## src/rtl/serial_adder.sv

```systemverilog
// Bit-serial adder: one full-adder cell (two half-adder stages) per clock,
// LSB first, with a start/busy/done handshake and a parallel registered result.
module serial_adder #(
    parameter int unsigned WIDTH = 8
) (
    input  logic             clk,
    input  logic             rst,
    input  logic             start,
    input  logic [WIDTH-1:0] a,
    input  logic [WIDTH-1:0] b,
    input  logic             cin,
    output logic             busy,
    output logic             done,
    output logic [WIDTH-1:0] sum,
    output logic             cout
);

    localparam int unsigned CW = $clog2(WIDTH) + 1;

    typedef enum logic [1:0] {
        IDLE  = 2'b00,
        SHIFT = 2'b01,
        DONE  = 2'b10
    } state_t;

    state_t           state_q, state_d;
    logic [WIDTH-1:0] a_sh_q, a_sh_d;
    logic [WIDTH-1:0] b_sh_q, b_sh_d;
    logic [WIDTH-1:0] acc_q, acc_d;
    logic [WIDTH-1:0] sum_q, sum_d;
    logic             carry_q, carry_d;
    logic             cout_q, cout_d;
    logic [CW-1:0]    cnt_q, cnt_d;

    logic ha1_s, ha1_c, ha2_s, ha2_c;
    logic s_bit, carry_nxt;

    // Full adder as two cascaded half adders on the current LSBs and the carry flop.
    assign ha1_s     = a_sh_q[0] ^ b_sh_q[0];
    assign ha1_c     = a_sh_q[0] & b_sh_q[0];
    assign ha2_s     = ha1_s ^ carry_q;
    assign ha2_c     = ha1_s & carry_q;
    assign s_bit     = ha2_s;
    assign carry_nxt = ha1_c | ha2_c;

    always_ff @(posedge clk or posedge rst) begin
        if (rst) begin
            state_q <= IDLE;
            a_sh_q  <= '0;
            b_sh_q  <= '0;
            acc_q   <= '0;
            sum_q   <= '0;
            carry_q <= 1'b0;
            cout_q  <= 1'b0;
            cnt_q   <= '0;
        end else begin
            state_q <= state_d;
            a_sh_q  <= a_sh_d;
            b_sh_q  <= b_sh_d;
            acc_q   <= acc_d;
            sum_q   <= sum_d;
            carry_q <= carry_d;
            cout_q  <= cout_d;
            cnt_q   <= cnt_d;
        end
    end

    always_comb begin
        state_d = state_q;
        a_sh_d  = a_sh_q;
        b_sh_d  = b_sh_q;
        acc_d   = acc_q;
        sum_d   = sum_q;
        carry_d = carry_q;
        cout_d  = cout_q;
        cnt_d   = cnt_q;

        case (state_q)
            IDLE: begin
                if (start) begin
                    a_sh_d  = a;
                    b_sh_d  = b;
                    carry_d = cin;
                    cnt_d   = '0;
                    state_d = SHIFT;
                end
            end
            SHIFT: begin
                a_sh_d  = {1'b0, a_sh_q[WIDTH-1:1]};
                b_sh_d  = {1'b0, b_sh_q[WIDTH-1:1]};
                acc_d   = {s_bit, acc_q[WIDTH-1:1]};
                carry_d = carry_nxt;
                cnt_d   = cnt_q + CW'(1);
                // Last bit: publish the accumulator including this cycle's s_bit.
                if (cnt_q == CW'(WIDTH - 1)) begin
                    sum_d   = {s_bit, acc_q[WIDTH-1:1]};
                    cout_d  = carry_nxt;
                    state_d = DONE;
                end
            end
            DONE:    state_d = IDLE;
            default: state_d = IDLE;
        endcase
    end

    assign busy = (state_q == SHIFT);
    assign done = (state_q == DONE);
    assign sum  = sum_q;
    assign cout = cout_q;

endmodule

```

## config.mk

```make
export PLATFORM = sky130hd
export DESIGN_NAME = serial_adder
export DESIGN_NICKNAME = d
export VERILOG_FILES = /design/src/rtl/serial_adder.sv
export SDC_FILE = /design/constraint.sdc
export NUM_CORES = 1
export LEC_CHECK = 0
export CORE_MARGIN = 2
export CORE_UTILIZATION = 54
export CTS_CLUSTER_DIAMETER = 40
export DETAILED_ROUTE_END_ITERATION = 10
export PLACE_DENSITY_LB_ADDON = 0.25
export SYNTH_ARGS = -nofsm -noshare
export SYNTH_HDL_FRONTEND = slang
export SYNTH_SLANG_ARGS = --single-unit
```

## constraint.sdc

```tcl
create_clock -name clk -period 2.4 [get_ports clk]
set_input_delay 0.72 -clock clk [delete_from_list [all_inputs] [get_ports clk]]
set_output_delay 0.72 -clock clk [all_outputs]
set_load 0.03 [all_outputs]
```

==> flow_summary_export.csv <==
group,metric,value,unit
job,drv_cap,0,
drt,drt-pass1-iter-count,4,
clock_tree,clk_pin_slew,110,ps
place,dp_slack,-12.8,ps
place,port_buffers,30,
drt,drc,0,
die,core_area,0.00278,mm2
worst_setup_path,critical_path_class,"register to output port",
global_route,use_met1,0.259,
worst_setup_path,cp_cell_sequence,"nand2b_4, clkinv_1, dlygate4sd2_1",
die,rows,19,
logic_synthesis,synth_seq_area_share,0.608,
finish,area_growth,24.9,%
clock_tree,root_buffer,"clkbuf_4",
clock_tree,clockBufferDepth,2,
finish,design_area,0.00201,mm2
die,die-width,58.5,um
timing,min_period_over_period,0.881,
logic_synthesis,synth_area,0.00161,mm2
drt,drt_wl_total,2990,um
timing,rsz0062_at_grt,"no",
global_route,grt_pass1_vias,1171,
global_route,grt-busiest-layer,"met2",
timing,worstMarginPinSlew,1160,ps
logic_synthesis,async_flop_share,1.00,
finish,mostFrequentLayoutCell,"nand2_1",
worst_hold_path,worstHoldPathType,"register to register",
worst_hold_path,hold_start,"a_sh_q[4]$_DFFE_PP0P_",
timing,fin_crit,2110,ps
worst_setup_path,crit_buf_inv,2,
global_route,grt_util_met2,0.323,
pwr,powerDensity,1240,mW/mm2
logic_synthesis,avgSynthCellArea,10.7,um2
logic_synthesis,ys.flop_type,"dfrtp_1",
timing,hold_viol_final,0,
pwr,ir_drop,1.20,mV
logic_synthesis,synth_edf_count,0,
clock_tree,cts_tree,"yes",
worst_setup_path,cp_data_arrival_time,1390,ps
timing,slew_headroom,0.226,
clock_tree,numClockSinks,39,
finish,nets,207,
worst_setup_path,cp.required,1680,ps
die,die_height,58.5,um
place,place.gp.congestion,0.722,
timing,layout_setup_ws,285,ps
die,die_area,0.00343,mm2
status,status,"finished, final reports clean",
drt,drtIter0Drc,44,
drt,via_per_inst,5.51,
place,hpwl,2040,um
timing,setup_viol_count_final,0,
die,num_io_pins,31,
finish,finalNonFillerCells,217,
timing,slew_violations,0,
logic_synthesis,synth_cell_types,21,
global_route,met3_usage,0.0703,
drt,wl_per_cell,13.8,um
clock_tree,cts_buffers,5,
finish,final_cell_mix,"59 x nand2_1, 39 x dfrtp_1, 28 x clkdlybuf4s50_1",
timing,skew,6.88,ps
global_route,grt_max_degree,40,
die,initial_core_util,0.577,
finish,drive_gt1_frac,0.124,
clock_tree,insertion_delay,340,ps
worst_setup_path,path_delay_family,"buffers and inverters",
logic_synthesis,syn_nets,172,
worst_setup_path,reg2reg_from,"state_q[1]$_DFFE_PP0P_",
global_route,grt_first_pass_wirelength,5190,um
worst_setup_path,critPathLaunchType,"register",
pwr,power,2480,uW
logic_synthesis,synth_warnings,0,
timing,max_freq,473,MHz
timing,finalSetupTns,0,ps
worst_setup_path,startpoint,"state_q[1]$_DFFE_PP0P_",
finish,diodes,0,
clock_tree,htree_levels,2,
global_route,grt_antenna_before_repair,0,
logic_synthesis,ys_ff_latch,39,
global_route,gr-usage-all-layers,0.202,
pwr,p_leak,0.000977,uW
global_route,overflow,0,
place,postPlaceCellArea,0.00195,mm2
worst_setup_path,crit_slowest_cell,"dfrtp_1",
drt,ant_nets,0,
worst_setup_path,worst-path-max-fanout,6,
worst_setup_path,worstSetupEndpointType,"output port",
logic_synthesis,synthCells,150,
place,placedCellCount,209,
worst_setup_path,cpPeakStageDelay,440,ps
drt,vias,1196,
## metal layers
layer | share of wire | routed length [um]
met3 | 0.047 | 140
met2 | 0.50 | 1500
met5 | 0 | 0
met4 | 0.015 | 44
met1 | 0.44 | 1310
## per-stage QoR
step	utilization	hold slack, ps
2_1_floorplan	-	440
3_3_place_gp	0.703	455
3_5_place_dp	0.703	472
4_1_cts	0.720	495
5_1_grt	0.721	519
6_report	0.721	489
## repair_timing
item | in CTS | in global routing
gates resized for setup | 1 | 1
setup endpoints to repair | 1 | 1
hold buffers | 0 | 0
buffers inserted | 0 | 0
## synth_stat cells (2+ instances only)
library cell / n / area (um2)
nand2_1: 59 / 221
dfrtp_1: 39 / 976
a22oi_1: 15 / 113
mux2_2: 9 / 101
o21ai_0: 7 / 35.0
clkbuf_1: 4 / 15.0
a21oi_1: 2 / 10.0
buf_2: 2 / 10.0
## power breakdown
part / switching [uW] / total [uW] / internal [uW] / leakage, uW
clock network: 203 / 317 / 114 / 0.0000293
registers: 185 / 1120 / 932 / 0.000500
logic: 593 / 1040 / 451 / 0.000448
total: 981 / 2480 / 1500 / 0.000977
## state kept, by name (all words and copies together), names as in the netlist
signal / count
a_sh_q: 8
acc_q: 7
b_sh_q: 8
carry_q: 1
cnt_q: 4
cout: 1
state_q: 2
sum: 8
## final timing paths
| path | to | slack, ps | depth (start not counted) |
|---|---|---|---|
| worst min-delay path | a_sh_q[4]$_DFFE_PP0P_ | 490 | 2 |
| worst max register to register | sum[7]$_DFFE_PP0P_ | 630 | 4 |
| max in group asynchronous | a_sh_q[4]$_DFFE_PP0P_ | 1290 | 3 |
| worst min register to register | a_sh_q[4]$_DFFE_PP0P_ | 490 | 2 |
| min in group asynchronous | sum[1]$_DFFE_PP0P_ | 780 | 3 |
| worst max-delay path | busy | 290 | 3 |
## final cells by class
class                      instances  area, um2
sequential                        39        976
fill                             196        776
multi-input combinational        103        602
timing repair buffer              34        332
clock buffer                       7       45.0
tap                               31       38.8
inverter                           2       7.51
clock inverter                     1       5.00
## kinds of logic (layout without fill, tap and decap cells)
logic type / count (synthesis) / count (layout) / synth area share
multiplexers: 10 / 10 / 0.0694
AO/OA/AOI/OAI: 26 / 26 / 0.109
buffers and inverters: 8 / 44 / 0.0203
flip-flops: 39 / 39 / 0.608
adder cells (fa/ha/maj): 2 / 2 / 0.0203
AND/OR/NAND/NOR: 65 / 65 / 0.173
## worst register-to-register path, stage by stage (launching register included)
cell and delay [ps]:
dfrtp_1 440, nand2b_4 160, buf_4 190, nor3_4 460, mux2_2 400
(Power assumes the default switching activity.)
